### src/rtl/imm_gen_if.sv
// Bundle of the instruction-in and decoded-result-out handshakes of imm_gen_pipe.
//
// Handshake rule (both sides): a beat transfers on a rising clk edge where
// valid & ready are both 1. The sender holds valid and its payload stable
// until that edge. The receiver may move ready at any time.
//
//   in_valid/in_ready/in_instr/in_tag : fetch queue -> block
//   out_valid/out_ready/out_imm/out_fmt/out_illegal/out_tag : block -> issue
//
// Modport "slave" is the decoder's view. Modport "master" is the environment's
// view: it drives instructions and the downstream ready.
interface imm_gen_if #(
  parameter int XLEN  = 32,
  parameter int TAG_W = 8
);
  logic             in_valid;
  logic             in_ready;
  logic [31:0]      in_instr;
  logic [TAG_W-1:0] in_tag;
  logic             out_valid;
  logic             out_ready;
  logic [XLEN-1:0]  out_imm;
  logic [2:0]       out_fmt;
  logic             out_illegal;
  logic [TAG_W-1:0] out_tag;

  modport master (
    output in_valid, in_instr, in_tag, out_ready,
    input  in_ready, out_valid, out_imm, out_fmt, out_illegal, out_tag
  );

  modport slave (
    input  in_valid, in_instr, in_tag, out_ready,
    output in_ready, out_valid, out_imm, out_fmt, out_illegal, out_tag
  );
endinterface

### src/rtl/imm_gen_pipe.sv
// Pipelined RV immediate generator with a 2-entry skid buffer.
//
// The block decodes one 32-bit instruction per cycle into an XLEN-wide
// immediate, a format class and an illegal flag. The result then passes
// through a main/skid register pair with one cycle of latency. A sideband
// tag travels with each instruction unchanged.
//
// Ports:
//   clk   : core clock, all state on the rising edge
//   rst   : synchronous active-high reset
//   flush : synchronous flush. It drops both entries and the input presented
//           that cycle.
//   bus   : imm_gen_if.slave (in_* instruction side, out_* result side)
//
// out_fmt: 0 NONE, 1 I, 2 S, 3 B, 4 U, 5 J, 6 SHAMT, 7 CSR
module imm_gen_pipe #(
  parameter int XLEN  = 32,
  parameter int TAG_W = 8
) (
  input logic       clk,
  input logic       rst,
  input logic       flush,
  imm_gen_if.slave  bus
);

  if (XLEN != 32 && XLEN != 64) begin : g_bad_xlen
    $error("imm_gen_pipe: XLEN must be 32 or 64");
  end

  typedef enum logic [2:0] {
    FMT_NONE = 3'd0, FMT_I = 3'd1, FMT_S = 3'd2, FMT_B = 3'd3,
    FMT_U = 3'd4, FMT_J = 3'd5, FMT_SHAMT = 3'd6, FMT_CSR = 3'd7
  } fmt_e;

  localparam logic [6:0] OP_LOAD   = 7'b0000011;
  localparam logic [6:0] OP_JALR   = 7'b1100111;
  localparam logic [6:0] OP_STORE  = 7'b0100011;
  localparam logic [6:0] OP_BRANCH = 7'b1100011;
  localparam logic [6:0] OP_JAL    = 7'b1101111;
  localparam logic [6:0] OP_LUI    = 7'b0110111;
  localparam logic [6:0] OP_AUIPC  = 7'b0010111;
  localparam logic [6:0] OP_SYSTEM = 7'b1110011;
  localparam logic [6:0] OP_IMM    = 7'b0010011;

  // ---------------- combinational decode ----------------
  logic [31:0] ins;
  logic [63:0] imm_i, imm_s, imm_b, imm_j, imm_u;
  logic [63:0] d_imm64;
  logic [2:0]  d_fmt;
  logic        d_ill;

  assign ins = bus.in_instr;

  // Every immediate is built at 64 bits and truncated to XLEN on capture.
  // This keeps a single decode path for both widths.
  always_comb begin
    imm_i = {{52{ins[31]}}, ins[31:20]};
    imm_s = {{52{ins[31]}}, ins[31:25], ins[11:7]};
    imm_b = {{51{ins[31]}}, ins[31], ins[7], ins[30:25], ins[11:8], 1'b0};
    imm_j = {{43{ins[31]}}, ins[31], ins[19:12], ins[20], ins[30:21], 1'b0};
    imm_u = {{32{ins[31]}}, ins[31:12], 12'b0};

    d_imm64 = '0;
    d_fmt   = FMT_NONE;
    d_ill   = 1'b0;
    case (ins[6:0])
      OP_LOAD, OP_JALR:  begin d_imm64 = imm_i; d_fmt = FMT_I; end
      OP_STORE:          begin d_imm64 = imm_s; d_fmt = FMT_S; end
      OP_BRANCH:         begin d_imm64 = imm_b; d_fmt = FMT_B; end
      OP_JAL:            begin d_imm64 = imm_j; d_fmt = FMT_J; end
      OP_LUI, OP_AUIPC:  begin d_imm64 = imm_u; d_fmt = FMT_U; end
      OP_SYSTEM:         begin d_imm64 = {52'b0, ins[31:20]}; d_fmt = FMT_CSR; end
      OP_IMM: begin
        if (ins[13:12] == 2'b01) begin
          // funct3 001 (slli) or 101 (srli/srai). The 6-bit field is always
          // reported. On RV32 a set bit 25 is flagged illegal rather than
          // being masked off.
          d_imm64 = {58'b0, ins[25:20]};
          d_fmt   = FMT_SHAMT;
          d_ill   = !((ins[31:26] == 6'b000000) ||
                      (ins[31:26] == 6'b010000 && ins[14]));
          if (XLEN == 32 && ins[25]) d_ill = 1'b1;
        end else begin
          d_imm64 = imm_i;
          d_fmt   = FMT_I;
        end
      end
      default: d_ill = 1'b1;
    endcase
  end

  // ---------------- main + skid registers ----------------
  logic             main_valid, skid_valid;
  logic [XLEN-1:0]  main_imm, skid_imm;
  logic [2:0]       main_fmt, skid_fmt;
  logic             main_ill, skid_ill;
  logic [TAG_W-1:0] main_tag, skid_tag;

  logic accept, drain, main_free;

  // in_ready is the inverse of a flop output, so out_ready has no path to it.
  assign accept    = bus.in_valid & !skid_valid;
  assign drain     = main_valid & bus.out_ready;
  assign main_free = !main_valid | drain;

  always_ff @(posedge clk) begin
    if (rst) begin
      main_valid <= 1'b0;
      skid_valid <= 1'b0;
      main_imm   <= '0;
      main_fmt   <= '0;
      main_ill   <= 1'b0;
      main_tag   <= '0;
      skid_imm   <= '0;
      skid_fmt   <= '0;
      skid_ill   <= 1'b0;
      skid_tag   <= '0;
    end else if (flush) begin
      main_valid <= 1'b0;
      skid_valid <= 1'b0;
    end else if (main_free) begin
      if (skid_valid) begin
        // No input can be accepted while skid is full, so skid simply
        // moves forward and empties.
        main_valid <= 1'b1;
        main_imm   <= skid_imm;
        main_fmt   <= skid_fmt;
        main_ill   <= skid_ill;
        main_tag   <= skid_tag;
        skid_valid <= 1'b0;
      end else if (accept) begin
        main_valid <= 1'b1;
        main_imm   <= d_imm64[XLEN-1:0];
        main_fmt   <= d_fmt;
        main_ill   <= d_ill;
        main_tag   <= bus.in_tag;
      end else begin
        main_valid <= 1'b0;
      end
    end else if (accept) begin
      // Main is stalled, so the new entry parks in skid.
      skid_valid <= 1'b1;
      skid_imm   <= d_imm64[XLEN-1:0];
      skid_fmt   <= d_fmt;
      skid_ill   <= d_ill;
      skid_tag   <= bus.in_tag;
    end
  end

  assign bus.in_ready    = !skid_valid;
  assign bus.out_valid   = main_valid;
  assign bus.out_imm     = main_imm;
  assign bus.out_fmt     = main_fmt;
  assign bus.out_illegal = main_ill;
  assign bus.out_tag     = main_tag;

endmodule

### src/flat_wrapper.sv
// flat-port wrapper written by rule: the top's interface ports become plain ports
module imm_gen_pipe_flat 
#(
  parameter int XLEN  = 32,
  parameter int TAG_W = 8
)
  (clk, rst, flush, bus_in_valid, bus_in_instr, bus_in_tag, bus_out_ready, bus_in_ready, bus_out_valid, bus_out_imm, bus_out_fmt, bus_out_illegal, bus_out_tag);
  imm_gen_if #(.XLEN(XLEN), .TAG_W(TAG_W)) bus_i ();
  input logic clk;
  input logic rst;
  input logic flush;
  input wire logic [$bits(bus_i.in_valid)-1:0] bus_in_valid;
  input wire logic [$bits(bus_i.in_instr)-1:0] bus_in_instr;
  input wire logic [$bits(bus_i.in_tag)-1:0] bus_in_tag;
  input wire logic [$bits(bus_i.out_ready)-1:0] bus_out_ready;
  output wire logic [$bits(bus_i.in_ready)-1:0] bus_in_ready;
  output wire logic [$bits(bus_i.out_valid)-1:0] bus_out_valid;
  output wire logic [$bits(bus_i.out_imm)-1:0] bus_out_imm;
  output wire logic [$bits(bus_i.out_fmt)-1:0] bus_out_fmt;
  output wire logic [$bits(bus_i.out_illegal)-1:0] bus_out_illegal;
  output wire logic [$bits(bus_i.out_tag)-1:0] bus_out_tag;
  assign bus_i.in_valid = bus_in_valid;
  assign bus_i.in_instr = bus_in_instr;
  assign bus_i.in_tag = bus_in_tag;
  assign bus_i.out_ready = bus_out_ready;
  assign bus_in_ready = bus_i.in_ready;
  assign bus_out_valid = bus_i.out_valid;
  assign bus_out_imm = bus_i.out_imm;
  assign bus_out_fmt = bus_i.out_fmt;
  assign bus_out_illegal = bus_i.out_illegal;
  assign bus_out_tag = bus_i.out_tag;
  imm_gen_pipe #(.XLEN(XLEN), .TAG_W(TAG_W)) u_core (.clk(clk), .rst(rst), .flush(flush), .bus(bus_i));
endmodule
### config.mk
export PLATFORM = sky130hd
export DESIGN_NAME = imm_gen_pipe_flat
export DESIGN_NICKNAME = d
export VERILOG_FILES = /design/src/rtl/imm_gen_if.sv /design/src/rtl/imm_gen_pipe.sv /design/src/flat_wrapper.sv
export SDC_FILE = /design/constraint.sdc
export NUM_CORES = 1
export LEC_CHECK = 0
export BUFFER_PORTS_ARGS = -buffer_cell sky130_fd_sc_hd__buf_2
export CORE_AREA = 2 2 107 98
export CTS_BUF_LIST = sky130_fd_sc_hd__clkbuf_4
export DETAILED_ROUTE_END_ITERATION = 10
export DIE_AREA = 0 0 109 100
export PLACE_DENSITY = 0.77
export SYNTH_ARGS = -nofsm -noshare
export SYNTH_HDL_FRONTEND = slang
export SYNTH_SLANG_ARGS = --single-unit
### constraint.sdc
create_clock -name clk -period 2.4 [get_ports clk]
set_input_delay 0.24 -clock clk [delete_from_list [all_inputs] [get_ports clk]]
set_output_delay 0.24 -clock clk [all_outputs]
set_load 0.02 [all_outputs]
==> impl_metrics.json, run 1 <==
{
  "outcome": "finished, final reports clean",
  "critPathKind": "flip-flop to output pin",
  "ys_ff_latch": 90,
  "dr.pass1.iters": 5,
  "multi_input_area_sq_mm": 0.00225,
  "globalRoute.totalOverflow": 0,
  "slowest_delay_ns": 0.68,
  "cp-endpoint": "bus_in_ready",
  "nFillCells": 953,
  "critical_path_depth": 3,
  "yosys_warnings": 0,
  "timing.rr.end": "u_core.bus.out_imm[19]",
  "cts_sinks": 90,
  "synth.distinct_cells": 55,
  "clock_skew_ns": 0.0224,
  "critPathArrivalTime_ns": 1.99,
  "crit_path_cell_trace": "buf_4, inv_1, buf_2",
  "post-route-util_pct": 49.8,
  "grt_setup_unrepaired": "false",
  "p_leak_uw": 0.00179,
  "cts_tree": "yes",
  "final.period_utilization_pct": 92.9,
  "drt_wl_total_mm": 11.7,
  "min_period_ns": 2.23,
  "critPathTopFamily": "buffers and inverters",
  "yosysSeqAreaShare_pct": 41.9,
  "drc": 0,
  "wire_per_inst_um": 16.2,
  "postSynthAreaPerCell_sq_um": 8.27,
  "dp_cells": 708,
  "ant_nets": 0,
  "layout-drive-gt1-share_pct": 24.4,
  "setup_viol": 0,
  "cts_resized": 0,
  "syn_inst": 520,
  "crit_slowest_cell": "inv_1",
  "max_freq_mhz": 448,
  "hpwl_mm": 8.16,
  "dieWidth_um": 109,
  "via_per_inst": 5.70,
  "tns_ns": 0,
  "layout.nets": 635,
  "area_growth_pct": 14.9,
  "cap_violations": 0,
  "core_area_sq_mm": 0.00994,
  "antenna_found_initial": 0,
  "critPathLaunchType": "flip-flop",
  "hold_slack_ns": 0.0492,
  "clk_root_buffer_cell": "clkbuf_4",
  "synthArstFlopShare_pct": 0,
  "cts_hold_buf": 0,
  "synth_edf_count": 0,
  "ir_worst_vdd_mv": 0.225,
  "diodes": 0,
  "die_height_um": 100,
  "cts_max_path_buffers": 2,
  "clk_pin_slew_ns": 0.15,
  "final_cell_count_no_fill": 724,
  "synth_area_sq_mm": 0.00430,
  "synth_ff_type": "dfxtp_1",
  "r2r-start": "u_core.skid_valid",
  "numCtsBuffers": 9,
  "clock_latency_ns": 0.44,
  "portBuffers": 90,
  "r2r_setup_slack_ns": 0.45,
  "crit_start": "u_core.skid_valid",
  "crit_required_ns": 2.16,
  "slew_headroom_pct": 37.4,
  "hold_viol": 0,
  "synth_nets": 565,
  "postCtsSetupRepairBufs": 0,
  "worst_pin_slew_ns": 0.939,
  "grt_pass1_vias": 3867,
  "cp_max_fo": 30,
  "grt_pass1_wl_mm": 18.9,
  "drtIter0Drc": 306,
  "routabilityCongestion": 0.890,
  "fp.dieArea_sq_mm": 0.0109,
  "grt_use_total_pct": 21.9,
  "setup.worst_path.end_class": "output pin",
  "seq_area_sq_mm": 0.00180,
  "vias": 4128,
  "rows": 35,
  "power.density_mw_per_mm2": 561,
  "io_pins": 91,
  "min_path_type": "input port to flip-flop",
  "reg2reg_depth": 5,
  "start_util_pct": 43.3,
  "stdcell_area_sq_mm": 0.00495,
  "place_area_sq_mm": 0.00481,
  "cp.buffers_inverters": 3,
  "grt_max_degree": 76,
  "report.final.slew_viol_count": 0,
  "cts_max_level": 3
}
Yosys cell counts (8+ instances only):
library cell / instances / share of area [%]
a211oi_1: 29 / 5.1
a21oi_1: 25 / 2.9
a221oi_2: 10 / 3.5
a311oi_1: 8 / 1.6
a31oi_1: 12 / 1.7
buf_2: 14 / 1.6
clkbuf_1: 17 / 1.5
dfxtp_1: 90 / 42
mux2i_1: 10 / 2.3
nand2_1: 94 / 8.2
nand3_1: 19 / 2.2
nor2_1: 56 / 4.9
nor3_1: 19 / 2.2
o21ai_0: 28 / 3.3
sequential cells by signal, indices dropped and copies added, names as in the netlist:
| register | flops |
|---|---|
| u_core.skid_tag | 8 |
| u_core.bus.out_illegal | 1 |
| u_core.bus.out_fmt | 3 |
| u_core.bus.out_imm | 32 |
| u_core.skid_ill | 1 |
| u_core.skid_valid | 1 |
| u_core.skid_imm | 32 |
| u_core.bus.out_tag | 8 |
| u_core.bus.out_valid | 1 |
| u_core.skid_fmt | 3 |
worst min-delay path by stage:
stage | from | to | depth (start not counted)
detailed placement | u_core.skid_imm[7] | u_core.skid_imm[7] | 2
finish | bus_in_tag[4] | u_core.skid_tag[4] | 3
global placement | u_core.skid_imm[10] | u_core.skid_imm[10] | 2
CTS | bus_in_tag[4] | u_core.skid_tag[4] | 3
global route | bus_in_tag[4] | u_core.skid_tag[4] | 3
floorplan | flush | u_core.bus.out_valid | 1
worst reg2reg max path, stage by stage, from the launching register on:
cell,delay [ns]
dfxtp_1,0.38
buf_4,0.18
inv_1,0.68
o21ai_0,0.19
and2_0,0.20
a311oi_1,0.23
report_power, final:
| group | leakage, uW | switching [uW] | internal (uW) |
|---|---|---|---|
| clock network | 0.0000761 | 503 | 339 |
| logic | 0.000985 | 244 | 133 |
| registers | 0.000730 | 21.2 | 1530 |
| total | 0.00179 | 769 | 2010 |
layer usage:
metal | GRT usage, % | share of wire [%] | wire (um)
met5 | 0 | 0 | 0
met4 | 4.73 | 0.79 | 93
met3 | 4.09 | 5.0 | 581
met2 | 34.5 | 47 | 5460
met1 | 31.3 | 48 | 5580
placed cells by master (no fill, tap or decap), types with 2 or more instances in the layout:
master and count:
nor3_1 19, a21oi_1 25, mux2i_1 10, nand2_1 94, buf_4 9, dfxtp_1 90, a211oi_2 7, a31oi_1 12
o21ai_0 28, or3_1 2, a311oi_1 8, o211ai_1 6, and2_0 7, clkinv_4 2, and2_1 4, nor2b_1 4
o21bai_1 5, a221oi_2 10, nand3_1 19, inv_1 5, nand2b_1 2, clkinv_1 2, buf_2 90, nor3b_1 2
a221oi_1 2, clkbuf_4 11, and3_1 3, nor2_1 56, o21ai_1 3, nand3b_1 2, buf_12 3, a211oi_1 29
stage by stage:
step	power [uW]	setup WS, ns
2_1_floorplan	1830	0.768
3_3_place_gp	1960	0.597
3_5_place_dp	1960	0.518
4_1_cts	2780	0.203
5_1_grt	2900	0.0256
6_report	2780	0.170
final cells by class:
cell class	count	area share [%]
Clock buffer	11	1.67
Clock inverter	5	1.11
Inverter	5	0.379
Multi-Input combinational cell	382	45.5
Sequential cell	90	36.4
Tap cell	129	3.26
Timing Repair Buffer	102	11.7
logic make-up after synthesis:
logic type,share of synthesized area (%)
multiplexers,2.59
AO/OA/AOI/OAI,25.0
flip-flops,41.9
buffers and inverters,6.02
AND/OR/NAND/NOR,24.5
(Power assumes the default switching activity.)
==> inputs of run 2 (changes only) <==
CORE_AREA = 2 2 124 114   (was 2 2 107 98)
DIE_AREA = 0 0 126 116   (was 0 0 109 100)
PLACE_DENSITY = 0.62   (was 0.77)
==> impl_metrics.json, run 2 (synthesis gave the netlist of run 1 again) <==
{
  "clk_pin_slew_ns": 0.13,
  "hpwl_mm": 8.72,
  "critPathTopFamily": "buffers and inverters",
  "clock_skew_ns": 0.0188,
  "ant_nets": 0,
  "portBuffers": 90,
  "slew_headroom_pct": 59.3,
  "numCtsBuffers": 9,
  "dieWidth_um": 126,
  "tns_ns": 0,
  "dr.pass1.iters": 4,
  "cts_sinks": 90,
  "reg2reg_depth": 6,
  "stdcell_area_sq_mm": 0.00504,
  "post-route-util_pct": 38.1,
  "final_cell_count_no_fill": 765,
  "final.period_utilization_pct": 83.2,
  "layout.nets": 639,
  "outcome": "finished, final reports clean",
  "via_per_inst": 5.33,
  "cts_max_level": 3,
  "critPathLaunchType": "flip-flop",
  "crit_required_ns": 2.16,
  "cp_max_fo": 18,
  "fp.dieArea_sq_mm": 0.0146,
  "diodes": 0,
  "drt_wl_total_mm": 12.5,
  "timing.rr.end": "u_core.bus.out_imm[16]",
  "layout-drive-gt1-share_pct": 24.6,
  "grt_pass1_wl_mm": 19.6,
  "globalRoute.totalOverflow": 0,
  "vias": 4080,
  "crit_path_cell_trace": "inv_1, buf_4, buf_2",
  "cts_tree": "yes",
  "setup_viol": 0,
  "report.final.slew_viol_count": 0,
  "r2r_setup_slack_ns": 0.68,
  "grt_use_total_pct": 16.9,
  "crit_slowest_cell": "inv_1",
  "antenna_found_initial": 0,
  "cp-endpoint": "bus_in_ready",
  "cap_violations": 0,
  "start_util_pct": 32.6,
  "worst_pin_slew_ns": 0.608,
  "drtIter0Drc": 336,
  "critical_path_depth": 3,
  "cts_max_path_buffers": 2,
  "area_growth_pct": 17.1,
  "grt_setup_unrepaired": "false",
  "hold_slack_ns": 0.0268,
  "final_cell_mix": "nand2_1, buf_2, dfxtp_1",
  "cp.buffers_inverters": 3,
  "layout_commonest_cell": "nand2_1",
  "ir_worst_vdd_mv": 0.198,
  "r2r-start": "u_core.skid_valid",
  "min_period_ns": 2.00,
  "grt_max_degree": 57,
  "postCtsSetupRepairBufs": 0,
  "critPathArrivalTime_ns": 1.76,
  "power.density_mw_per_mm2": 569,
  "io_pins": 91,
  "die_height_um": 116,
  "routabilityCongestion": 0.936,
  "rows": 40,
  "p_leak_uw": 0.00181,
  "critPathKind": "flip-flop to output pin",
  "dp_cells": 750,
  "wire_per_inst_um": 16.3,
  "drc": 0,
  "cts_resized": 0,
  "max_freq_mhz": 501,
  "setup.worst_path.end_class": "output pin",
  "min_path_type": "input port to flip-flop",
  "cts_hold_buf": 1,
  "clock_latency_ns": 0.45,
  "slowest_delay_ns": 0.45,
  "crit_start": "u_core.skid_valid",
  "clk_root_buffer_cell": "clkbuf_4",
  "grt_pass1_vias": 3858,
  "core_area_sq_mm": 0.0132,
  "hold_viol": 0,
  "nFillCells": 1367,
  "place_area_sq_mm": 0.00488
}
==> run 2: cell count changes in the layout (fill, tap and decap cells not counted) <==
cell	previous run	this run
buf_4	9	12
clkinv_1	2	1
dlygate4sd3_1	0	1
bufinv_16	1	2
clkbuf_4	11	9
==> run 2: tightest hold or removal path: cells and delay by family <==
kind,cells,cell delay (ns)
AO/OA/AOI/OAI,1,0.05
AND/OR/NAND/NOR,1,0.05
buffers and inverters,1,0.11
==> run 2: per-stage QoR <==
step / setup WS, ns / total power [uW]
CTS: 0.418 / 2900
global placement: 0.559 / 1960
finish: 0.402 / 2870
floorplan: 0.768 / 1830
detailed placement: 0.510 / 1970
global route: 0.287 / 3000
==> run 2: area by class of cell <==
type | count | area, sq um | share of cell area [%]
inverter | 5 | 18.8 | 0.372
clock inverter | 5 | 81.3 | 1.61
timing repair buffer | 106 | 611 | 12.1
multi-input combinational | 382 | 2250 | 44.6
sequential | 90 | 1800 | 35.8
tap | 168 | 210 | 4.17
clock buffer | 9 | 67.6 | 1.34
==> run 2: worst min path at each step <==
stage,from,cells past startpoint,endpoint
6_report,bus_in_tag[1],3,u_core.skid_tag[1]
5_1_grt,bus_in_tag[5],3,u_core.skid_tag[5]
4_1_cts,bus_in_tag[1],3,u_core.skid_tag[1]
3_5_place_dp,u_core.skid_imm[7],2,u_core.skid_imm[7]
3_3_place_gp,u_core.skid_imm[10],2,u_core.skid_imm[10]
2_1_floorplan,flush,1,u_core.bus.out_valid
==> run 2: power breakdown <==
part | internal [uW] | leakage (uW) | total, uW | switching, uW
clock network | 412 | 0.0000795 | 925 | 513
logic | 136 | 0.00100 | 385 | 249
registers | 1530 | 0.000730 | 1550 | 20.0
total | 2080 | 0.00181 | 2870 | 782
==> run 2: per-layer routing <==
| layer | vias to the layer above | track usage (%) | wire (um) |
|---|---|---|---|
| li1 | 2003 | - | - |
| met1 | 1933 | 22.8 | 5780 |
| met2 | 127 | 27.4 | 5830 |
| met3 | 17 | 3.05 | 664 |
| met4 | 0 | 5.79 | 185 |
| met5 | - | 0 | 0 |
==> inputs of run 3 (changes only) <==
PLACE_DENSITY = 0.64   (was 0.62)
clock period = 1.63 ns   (was 2.4 ns; I/O delays follow)
==> impl_metrics.json, run 3 (synthesis gave the netlist of run 1 again) <==
{
  "crit_slowest_cell": "dfxtp_4",
  "hold_viol": 0,
  "layout.nets": 684,
  "cts_tree": "yes",
  "die_height_um": 116,
  "crit_path_frequent_cell": "buf_4",
  "nFillCells": 1348,
  "numCtsBuffers": 9,
  "antenna_found_initial": 0,
  "cp_max_fo": 11,
  "vias": 4287,
  "setup.worst_path.end_class": "flip-flop",
  "dr.pass1.iters": 4,
  "p_leak_uw": 0.00205,
  "min_period_ns": 1.67,
  "pre_cts_slack_ns": -0.140,
  "slew_headroom_pct": 55.6,
  "place_area_sq_mm": 0.00510,
  "ir_worst_vdd_mv": 0.331,
  "area_growth_pct": 28.8,
  "drtIter0Drc": 361,
  "critPathLaunchType": "flip-flop",
  "routabilityCongestion": 0.910,
  "final.period_utilization_pct": 103,
  "critPathArrivalTime_ns": 2.04,
  "cap_violations": 0,
  "drc": 0,
  "power.density_mw_per_mm2": 766,
  "dieWidth_um": 126,
  "final_cell_count_no_fill": 812,
  "clock_latency_ns": 0.46,
  "slowest_delay_ns": 0.41,
  "fin_ws_ns": -0.0444,
  "final_cell_mix": "nand2_1, buf_2, dfxtp_1",
  "cts_max_level": 3,
  "via_per_inst": 5.28,
  "critPathKind": "flip-flop to flip-flop",
  "crit_required_ns": 2.00,
  "grt_pass1_wl_mm": 20.8,
  "ant_nets": 0,
  "setup_viol": 4,
  "clock_skew_ns": 0.0161,
  "core_area_sq_mm": 0.0132,
  "wire_per_inst_um": 15.9,
  "hold_slack_ns": 0.0320,
  "rows": 40,
  "grt_pass1_vias": 4148,
  "grt_max_degree": 46,
  "portBuffers": 90,
  "io_pins": 91,
  "fp.dieArea_sq_mm": 0.0146,
  "drt_wl_total_mm": 12.9,
  "clk_root_buffer_cell": "clkbuf_4",
  "cts_max_path_buffers": 2,
  "outcome": "finished with violations",
  "clk_pin_slew_ns": 0.15,
  "dp_cells": 773,
  "diodes": 0,
  "crit_path_cell_trace": "nor2_1, buf_4, nor3_4, buf_4, buf_12, o21ai_0, a221oi_1",
  "cts_sinks": 90,
  "violations": "negative setup slack",
  "grt_setup_unrepaired": "true",
  "max_freq_mhz": 597,
  "power_uw": 4240,
  "stdcell_area_sq_mm": 0.00554,
  "report.final.slew_viol_count": 0,
  "start_util_pct": 32.6,
  "worst_pin_slew_ns": 0.664,
  "hpwl_mm": 8.91,
  "min_path_type": "input port to flip-flop",
  "layout_commonest_cell": "nand2_1",
  "layout-drive-gt1-share_pct": 28.6,
  "globalRoute.totalOverflow": 0,
  "grt_use_total_pct": 17.8
}
## run 3: cell types whose count changed in the layout (fill, tap and decap cells not counted), moves of 2 or more
cell,previous run,this run
buf_12,3,9
buf_4,12,30
clkinvlp_4,0,2
dfxtp_1,90,88
dlygate4sd3_1,1,20
## run 3: final cells by class
cell class | count | area, sq um | share of cell area (%)
Clock buffer | 10 | 75.1 | 1.35
Clock inverter | 6 | 66.3 | 1.20
Inverter | 5 | 18.8 | 0.339
Multi-Input combinational cell | 382 | 2270 | 41.0
Sequential cell | 90 | 1810 | 32.6
Tap cell | 168 | 210 | 3.79
Timing Repair Buffer | 151 | 1090 | 19.7
## run 3: per-layer routing
metal	part of all wire, %	track usage, %	vias to the layer above
met4	1.2	5.35	0
met3	5.6	4.06	15
li1	-	-	2112
met1	46	22.8	2040
met5	0	0	-
met2	47	30.3	120
## run 3: worst max-delay path, delay by kind of cell, from the launching register on
family	cells	cell delay, ns
AOI/OAI and AO/OA	2	0.42
buffers and inverters	3	0.48
and+or+nand+nor	2	0.27
DFF	1	0.41
## run 3: through the flow
stage               TNS (ns)  util (%)
finish               -0.0785      42.0
detailed placement    -0.615      38.6
global placement      -0.144      38.6
global route           -1.70      42.0
CTS                  -0.0720      41.6
floorplan                  0         -
## run 3: final timing paths
| path | startpoint | to | slack (ns) | depth (start not counted) |
|---|---|---|---|---|
| max | u_core.skid_valid | u_core.bus.out_imm[20] | -0.04 | 7 |
| max reg2reg | u_core.skid_valid | u_core.bus.out_imm[20] | -0.04 | 7 |
| min reg2reg | u_core.skid_imm[10] | u_core.skid_imm[10] | 0.46 | 2 |
| min | rst | u_core.skid_fmt[0] | 0.03 | 2 |
## run 3: timing repair
| item | CTS | global route |
|---|---|---|
| setup endpoints to repair | 12 | 62 |
| pin swaps | 1 | 0 |
| hold endpoints to repair | 28 | 1 |
| hold buffers | 19 | 1 |
| gates resized for setup | 6 | 11 |
| setup buffers | 2 | 0 |
| cloned | 1 | 1 |
## run 3: report_power, final
part | switching, uW | internal [uW] | leakage, uW
clock network | 795 | 488 | 0.0000707
logic | 392 | 281 | 0.00125
registers | 29.5 | 2260 | 0.000732
total | 1220 | 3030 | 0.00205
